[config.mk]
export PLATFORM = sky130hd
export DESIGN_NAME = health_bar_engine
export DESIGN_NICKNAME = d
export VERILOG_FILES = /design/src/rtl/health_bar_engine.sv
export SDC_FILE = /design/constraint.sdc
export NUM_CORES = 1
export LEC_CHECK = 0
export CORE_ASPECT_RATIO = 0.7
export CORE_MARGIN = 5
export CORE_UTILIZATION = 26
export CTS_CLUSTER_DIAMETER = 100
export DETAILED_ROUTE_END_ITERATION = 7
export PLACE_DENSITY_LB_ADDON = 0.05
export SLEW_MARGIN = 15
export SYNTH_ARGS = -nofsm -noshare
export SYNTH_HDL_FRONTEND = slang
export SYNTH_SLANG_ARGS = --single-unit
[constraint.sdc]
create_clock -name Clk -period 5.18 [get_ports Clk]
set_input_delay 0.777 -clock Clk [delete_from_list [all_inputs] [get_ports Clk]]
set_output_delay 0.777 -clock Clk [all_outputs]
set_load 0.02 [all_outputs]
[src/rtl/health_bar_engine.sv]
// Animated per-fighter health bars: target/displayed health with per-frame drain/refill,
// damage flash, KO detection, and a one-cycle registered pixel colour path.
module health_bar_engine #(
  parameter int unsigned NUM_PLAYERS  = 2,
  parameter int unsigned BAR_W        = 144,
  parameter int unsigned BAR_H        = 12,
  parameter int unsigned COLOR_W      = 6,
  parameter int unsigned HW           = $clog2(BAR_W + 1),
  parameter int unsigned BAR_X0       = 16,
  parameter int unsigned BAR_X1       = 480,
  parameter int unsigned BAR_Y        = 8,
  parameter int unsigned DRAIN_STEP   = 2,
  parameter int unsigned REFILL_STEP  = 4,
  parameter int unsigned FLASH_FRAMES = 8,
  parameter int unsigned FILL_C       = 61,
  parameter int unsigned GHOST_C      = 48,
  parameter int unsigned EMPTY_C      = 0,
  parameter int unsigned BORDER_C     = 61,
  parameter int unsigned FLASH_C      = 63,
  parameter int unsigned TRANSP_C     = 63
) (
  input  logic                      Clk,
  input  logic                      Reset_n,
  input  logic                      frame_start,
  input  logic                      round_reset,
  input  logic [NUM_PLAYERS-1:0]    health_load,
  input  logic [NUM_PLAYERS*HW-1:0] health_in,
  input  logic [9:0]                DrawX,
  input  logic [9:0]                DrawY,
  output logic [COLOR_W-1:0]        pixel_color,
  output logic                      pixel_valid,
  output logic [NUM_PLAYERS-1:0]    ko
);

  localparam int unsigned FW = $clog2(FLASH_FRAMES + 1);

  localparam logic [HW-1:0] BarFull    = HW'(BAR_W);
  localparam logic [HW-1:0] DrainStep  = HW'(DRAIN_STEP);
  localparam logic [HW-1:0] RefillStep = HW'(REFILL_STEP);
  localparam logic [FW-1:0] FlashLoad  = FW'(FLASH_FRAMES);

  localparam logic [10:0] X0     = 11'(BAR_X0);
  localparam logic [10:0] X1     = 11'(BAR_X1);
  localparam logic [10:0] BarW11 = 11'(BAR_W);
  localparam logic [10:0] YTop   = 11'(BAR_Y);
  localparam logic [10:0] YBot   = 11'(BAR_Y + BAR_H - 1);

  localparam logic [COLOR_W-1:0] FillC   = COLOR_W'(FILL_C);
  localparam logic [COLOR_W-1:0] GhostC  = COLOR_W'(GHOST_C);
  localparam logic [COLOR_W-1:0] EmptyC  = COLOR_W'(EMPTY_C);
  localparam logic [COLOR_W-1:0] BorderC = COLOR_W'(BORDER_C);
  localparam logic [COLOR_W-1:0] FlashC  = COLOR_W'(FLASH_C);
  localparam logic [COLOR_W-1:0] TranspC = COLOR_W'(TRANSP_C);

  typedef enum logic [1:0] {StIdle, StDrain, StRefill, StKo} bar_state_e;

  logic [HW-1:0] target_q    [NUM_PLAYERS];
  logic [HW-1:0] target_d    [NUM_PLAYERS];
  logic [HW-1:0] displayed_q [NUM_PLAYERS];
  logic [HW-1:0] displayed_d [NUM_PLAYERS];
  logic [FW-1:0] flash_q     [NUM_PLAYERS];
  logic [FW-1:0] flash_d     [NUM_PLAYERS];
  logic [HW-1:0] load_val    [NUM_PLAYERS];
  bar_state_e    state_q     [NUM_PLAYERS];
  bar_state_e    state_d     [NUM_PLAYERS];

  logic [COLOR_W-1:0] color_d, color_q;
  logic               valid_d, valid_q;
  logic [10:0]        x, y, x_lo, x_hi, col;
  logic               in_rows, border_row;

  // Clamp incoming health to the bar length before it reaches the target register.
  always_comb begin
    for (int p = 0; p < NUM_PLAYERS; p++) begin
      load_val[p] = health_in[p*HW +: HW];
      if (load_val[p] > BarFull) begin
        load_val[p] = BarFull;
      end
    end
  end

  // Health update; the frame step always uses the target held before this cycle's load.
  always_comb begin
    for (int p = 0; p < NUM_PLAYERS; p++) begin
      target_d[p]    = target_q[p];
      displayed_d[p] = displayed_q[p];
      flash_d[p]     = flash_q[p];
      if (round_reset) begin
        target_d[p]    = BarFull;
        displayed_d[p] = BarFull;
        flash_d[p]     = '0;
      end else begin
        if (frame_start) begin
          if (displayed_q[p] > target_q[p]) begin
            if (displayed_q[p] - target_q[p] > DrainStep) begin
              displayed_d[p] = displayed_q[p] - DrainStep;
            end else begin
              displayed_d[p] = target_q[p];
            end
          end else if (displayed_q[p] < target_q[p]) begin
            if (target_q[p] - displayed_q[p] > RefillStep) begin
              displayed_d[p] = displayed_q[p] + RefillStep;
            end else begin
              displayed_d[p] = target_q[p];
            end
          end
          if (flash_q[p] != '0) begin
            flash_d[p] = flash_q[p] - 1'b1;
          end
        end
        if (health_load[p]) begin
          target_d[p] = load_val[p];
          if (load_val[p] < target_q[p]) begin
            flash_d[p] = FlashLoad;
          end
        end
      end
    end
  end

  // Bar state tracks the register values that will hold after this edge.
  always_comb begin
    for (int p = 0; p < NUM_PLAYERS; p++) begin
      state_d[p] = state_q[p];
      if (displayed_d[p] > target_d[p]) begin
        state_d[p] = StDrain;
      end else if (displayed_d[p] < target_d[p]) begin
        state_d[p] = StRefill;
      end else if (target_d[p] == '0) begin
        state_d[p] = StKo;
      end else begin
        state_d[p] = StIdle;
      end
    end
  end

  always_ff @(posedge Clk or negedge Reset_n) begin
    if (!Reset_n) begin
      for (int p = 0; p < NUM_PLAYERS; p++) begin
        target_q[p]    <= BarFull;
        displayed_q[p] <= BarFull;
        flash_q[p]     <= '0;
        state_q[p]     <= StIdle;
      end
    end else begin
      for (int p = 0; p < NUM_PLAYERS; p++) begin
        target_q[p]    <= target_d[p];
        displayed_q[p] <= displayed_d[p];
        flash_q[p]     <= flash_d[p];
        state_q[p]     <= state_d[p];
      end
    end
  end

  always_comb begin
    ko = '0;
    for (int p = 0; p < NUM_PLAYERS; p++) begin
      ko[p] = (state_q[p] == StKo);
    end
  end

  // Pixel colour; iterating from the highest player down lets the lowest index win overlaps.
  always_comb begin
    color_d    = TranspC;
    valid_d    = 1'b0;
    x          = {1'b0, DrawX};
    y          = {1'b0, DrawY};
    x_lo       = '0;
    x_hi       = '0;
    col        = '0;
    in_rows    = (y >= YTop) && (y <= YBot);
    border_row = (y == YTop) || (y == YBot);
    for (int p = NUM_PLAYERS - 1; p >= 0; p--) begin
      x_lo = (p == 0) ? X0 : X1;
      x_hi = x_lo + BarW11 - 11'd1;
      col  = (p == 0) ? (x - x_lo) : (x_hi - x);
      if (in_rows && (x >= x_lo) && (x <= x_hi)) begin
        valid_d = 1'b1;
        if (border_row || (x == x_lo) || (x == x_hi)) begin
          color_d = BorderC;
        end else if (col < 11'(target_q[p])) begin
          color_d = flash_q[p][0] ? FlashC : FillC;
        end else if (col < 11'(displayed_q[p])) begin
          color_d = GhostC;
        end else begin
          color_d = EmptyC;
        end
      end
    end
  end

  always_ff @(posedge Clk or negedge Reset_n) begin
    if (!Reset_n) begin
      color_q <= TranspC;
      valid_q <= 1'b0;
    end else begin
      color_q <= color_d;
      valid_q <= valid_d;
    end
  end

  assign pixel_color = color_q;
  assign pixel_valid = valid_q;

endmodule

======== Word level (Yosys, flattened, before mapping) ========
Cells that the tools add are included.
operators by class
  $add $sub $neg .......................... 12
  magnitude comparators ................... 26
  equal/unequal tests ..................... 8
  muxes and demuxes ....................... 46
  reduce and logical (&&, ||, !) cells .... 14
operators with widths
  cell                                                   number
  2-to-1 mux 8 bit                                       18
  less-than comparator 8 bit                             6
  2-to-1 mux 6 bit                                       8
  less-than comparator 11 x 8 -> 1 bit                   4
  2-to-1 mux 4 bit                                       10
  > comparator 8 bit                                     4
  subtractor 8 bit                                       4
  == test 10 x 5 -> 1 bit (second input constant)        2
  adder 8 x 3 -> 8 bit (second input constant)           2
  > comparator 8 x 2 -> 1 bit (second input constant)    2
  > comparator 8 x 3 -> 1 bit (second input constant)    2
  > comparator 8 bit (second input constant)             2
  logical NOT 8 bit                                      2
  2-to-1 mux 2 bit                                       8
  subtractor 8 x 2 -> 8 bit (second input constant)      2
  subtractor 10 x 10 -> 11 bit (first input constant)    1
  subtractor 10 x 5 -> 11 bit (second input constant)    1
  == test 10 bit (second input constant)                 1
  == test 10 x 4 -> 1 bit (second input constant)        1
  == test 10 x 8 -> 1 bit (second input constant)        1
  == test 10 x 9 -> 1 bit (second input constant)        1
  >= comparator 10 x 4 -> 1 bit (second input constant)  1
  >= comparator 10 x 5 -> 1 bit (second input constant)  1
  >= comparator 10 x 9 -> 1 bit (second input constant)  1
  9 further kinds                                        21
storage, ports and cells
  register bits ........................... 51
  bits of input ports ..................... 42
  output and inout port bits .............. 9
  word-level logic and storage cells ...... 116

======== Logic depth before layout (Yosys ltp) ========
  word-level depth ........................ 10
  mapped depth ............................ 20
  gate-level depth less buffers ........... 19

======== Least setup slack after synthesis ========
Ideal clock, no wire load.
  path kind ............................... reg-to-reg
  start point ............................. reg displayed_q[0] (netlist name)
  end point ............................... reg state_q[0] (netlist name)
  library setup time ...................... 0.129 ns
  arrival ................................. 3.966 ns
  required time ........................... 5.051 ns
  setup slack ............................. 1.085 ns
  stages on the path, launching flop included .. 21
  path buffers ............................ 1
  clock period less this slack ............ 4.095 ns
  path through ............................ dfrtp_1 > inv_1 > ha_1 > inv_1 > fa_1 > a21o_1 > or3b_1 > mux4_2 > a2111oi_4 > o21ai_2 > buf_2 > nor2_1 > a211oi_1 > nor4_1 > ha_1 > nor2b_1 > o21ai_0 > nand2b_1 > a21oi_1 > o21ai_0 > a21boi_0
RTL lines
  element                           RTL line  source
  start: declaration                59        logic [HW-1:0] displayed_q [NUM_PLAYERS];
  start signal: indexed assignment  141       displayed_q[p] <= BarFull;
  start signal: indexed assignment  148       displayed_q[p] <= displayed_d[p];
  end signal: indexed assignment    143       state_q[p] <= StIdle;
  end signal: indexed assignment    150       state_q[p] <= state_d[p];
  end: declaration                  64        bar_state_e state_q [NUM_PLAYERS];

==> summary.txt <==
Status: finished clean
Slew Limit Fails: 0
Hold WC Path Type: flop to flop
CTS Root Cell: clkbuf_16
Slowest-stage cell, CP: a2111oi_0
Top FF cell, synth: dfrtp_1
Die height: 138 um
Leak Pwr: 0.00316 uW
CP Buf/Inv Count: 1
Cell Rows: 47
Hpwl dp: 17.7 mm
Starting Density: 26.1%
Crit-path cells: inv_1 > ha_1 > nor2b_1 > o22a_1 > nand3_1 > a2111oi_0 > nand4_2 > mux2_1 > o221ai_1 > a311oi_1 > ha_1 > a21o_1 > a21o_1 > a21oi_1 > o21ai_0 > a21boi_0
Final core occ: 30.5%
Hold Vio Cnt, Final: 0
DR WL/cell: 19.2 um
Layout Skew: 4.10 ps
Avg Cell Area, Syn: 7.99 um2
Synth Area in Compound Gates: 23.5%
Chip width: 193 um
Vias per cell: 5.19
Hold-fix buffers, CTS: 0
Die area: 26700 um2
Synth cell types: 79
Reg2reg setup slack: 390 ps
WP depth: 16
CORE AREA: 23400 um2
Ys async rst share: 100%
Crit path DAT: 4970 ps
Synthesis-stage register bit count: 48
Synthesized instance count: 765
Drt first pass iters: 5
Yosys top cell area share: 20.9%
Multiplexer share of the synthesized area: 4.32%
CTS tree: built
Largest fanout on the critical path: 10
# H-tree levels: 2
Power Dens Cells: 410 nW/um2
RSZ-0062 raised after global routing: false
Initial antenna violation count: 0
Tmin final: 4790 ps
Worst-case reg-to-reg path depth: 16
# IOs: 51
Period Utilization, post-route: 92.4%
Via count: 5846
Area leader, netlist: ha_1
Max-slew headroom: 52.9%
Post-synth EDFFs: 0
Routed Wire Length: 21.6 mm
Crit path capture type: flop
Layout area overhead: 16.8%
Critical Path RT: 5360 ps
Total global-route track usage: 16.0%
Diodes inserted: 0
Total CTS buffers: 5
Maximum root-to-sink buffer count: 2
GPL Wtd Cong: 0.852
Crit Reg-Reg Startpoint: target_q[1]
Yosys warning total: 0
Final Setup Violations: 0
Skew-Pair Late Insertion Delay: 300 ps
Drt drc: 0
Largest family of logic cells by synthesized area: compound AO/OA/AOI/OAI gates
Setup CP Type: flop to flop
Setup Buffers After CTS: 0
Antenna Nets Post-Route: 0
Crit path max-delay family: compound AO/OA/AOI/OAI gates
Synth Area in Adders: 21.5%
Initial DRC Count: 611
Top area cells in the synthesized netlist: ha_1, dfrtp_1, dfstp_2
CP startpoint: target_q[1]
Cell area after synthesis: 6110 um2
Worst Hold Depth: 2
Highest Clock Rate: 0.209 GHz
Max Cap Violations: 0
Syn nets: 911
First-pass GRT wire length: 34.0 mm
Setup TNS: 0 ps
VDD IR max: 0.000146 V
Post_cts resized: 0
GRT overflow: 0
Worst-Margin Slew: 707 ps
Clock Pin Slew Worst Setup and Hold Paths: 70 ps
Post-Synth Simple-Gate Area: 21.4%
CP max stage delay: 520 ps
PortBufs: 50
Vias in the first global route: 5669
Pin count of the biggest net entering global routing: 49
CP startpoint kind: flop
Xor-xnor portion of the synthesized cell area: 2.86%
Fin nets: 954
Clk sinks: 48
Share of the yosys chip area belonging to registers: 19.9%
Layout cell share with drive strength beyond 1: 6.80%
Hold Startpoint: flash_q[5]
-- path summary, 6_finish.rpt --
kind,to
setup / recovery,state_q[0]
hold / removal,flash_q[5]
setup reg to reg,state_q[0]
hold reg to reg,flash_q[5]
max in group asynchronous,target_q[6]
min in group asynchronous,pixel_valid
-- Yosys cell counts (4+ instances only) --
cell type,count
o21ai_0,40
nand2b_1,19
or2_2,8
o221ai_1,4
a31oi_1,7
a21oi_1,53
o31ai_1,7
a221oi_1,5
xnor2_1,16
and2_1,10
a211oi_1,7
nor4_1,5
o211ai_1,10
dfrtp_1,37
nand4_1,11
a22oi_1,5
o21a_1,4
a21boi_0,7
and3_1,7
nor3_1,20
inv_1,72
a21o_1,15
o211a_1,5
nand3_1,25
nand2_1,58
nor2b_1,15
o21ai_1,6
ha_1,102
xor2_1,4
nor3b_1,4
nor2_1,54
clkbuf_1,22
mux2i_1,17
dfstp_2,11
-- flip-flops by register name, indices dropped and copies added, names as in the netlist --
register and flops:
displayed_q 16, flash_q 8, pixel_color 3, pixel_valid 1, state_q 4, target_q 16
-- routing by layer --
layer / part of all wire (%) / vias to the layer above / global-route usage [%] / wire [um]
met4: 0.68 / 0 / 2.35 / 147
met2: 36 / 185 / 20.6 / 7810
met5: 0 / - / 0 / 0
met3: 6.0 / 12 / 3.14 / 1290
met1: 57 / 2791 / 26.9 / 12400
li1: - / 2858 / - / -
-- through the flow --
stage          area (um2)  instances  hold WS (ps)  total power (uW)  setup WS [ps]
2_1_floorplan        6110        765           481              1970           1080
3_3_place_gp         6990       1119           525              2550            342
3_5_place_dp         6990       1119           528              2540            383
4_1_cts              7140       1127           543              2920            345
5_1_grt              7140       1127           582              3190           71.8
6_report             7140       1127           539              2930            391
-- layout by cell type (no fill, tap or decap), types with 8 or more instances in the layout --
master	netlist	final
a21o_1	15	15
a21oi_1	53	53
and2_1	10	10
buf_4	3	15
clkdlybuf4s50_1	0	49
dfrtp_1	37	37
dfstp_2	11	11
ha_1	102	102
inv_1	72	72
mux2i_1	17	17
nand2_1	58	58
nand2b_1	19	19
nand3_1	25	25
nand4_1	11	11
nor2_1	54	54
nor2b_1	15	15
nor3_1	20	20
o211ai_1	10	10
o21ai_0	40	40
or2_2	8	8
xnor2_1	16	16
-- area by class of cell --
cell class,count,area [um2]
Clock buffer,7,143
Sequential cell,48,1210
Tap cell,318,398
Timing Repair Buffer,65,608
Inverter,72,270
Clock inverter,1,7.51
Multi-Input combinational cell,616,4500
Fill cell,2569,16300
-- worst reg2reg max path: cells and delay by family, from the launching register on --
family | cells | cell delay (ps)
adders and majority gates | 2 | 710
AOI/OAI and AO/OA | 9 | 2100
muxes | 1 | 350
buffers and inverters | 1 | 220
DFF | 1 | 460
and+or+nand+nor | 3 | 840
-- logic make-up after synthesis --
logic type                 Yosys count
DFF                                 48
adders and majority gates          104
buffers and inverters              101
muxes                               24
and+or+nand+nor                    256
xor gates and xnor gates            20
AOI/OAI and AO/OA                  212
-- power breakdown --
group / switching (uW) / internal [uW]
clock network: 167 / 194
logic: 1180 / 822
registers: 115 / 456
Power figures use the tool's default switching activity.
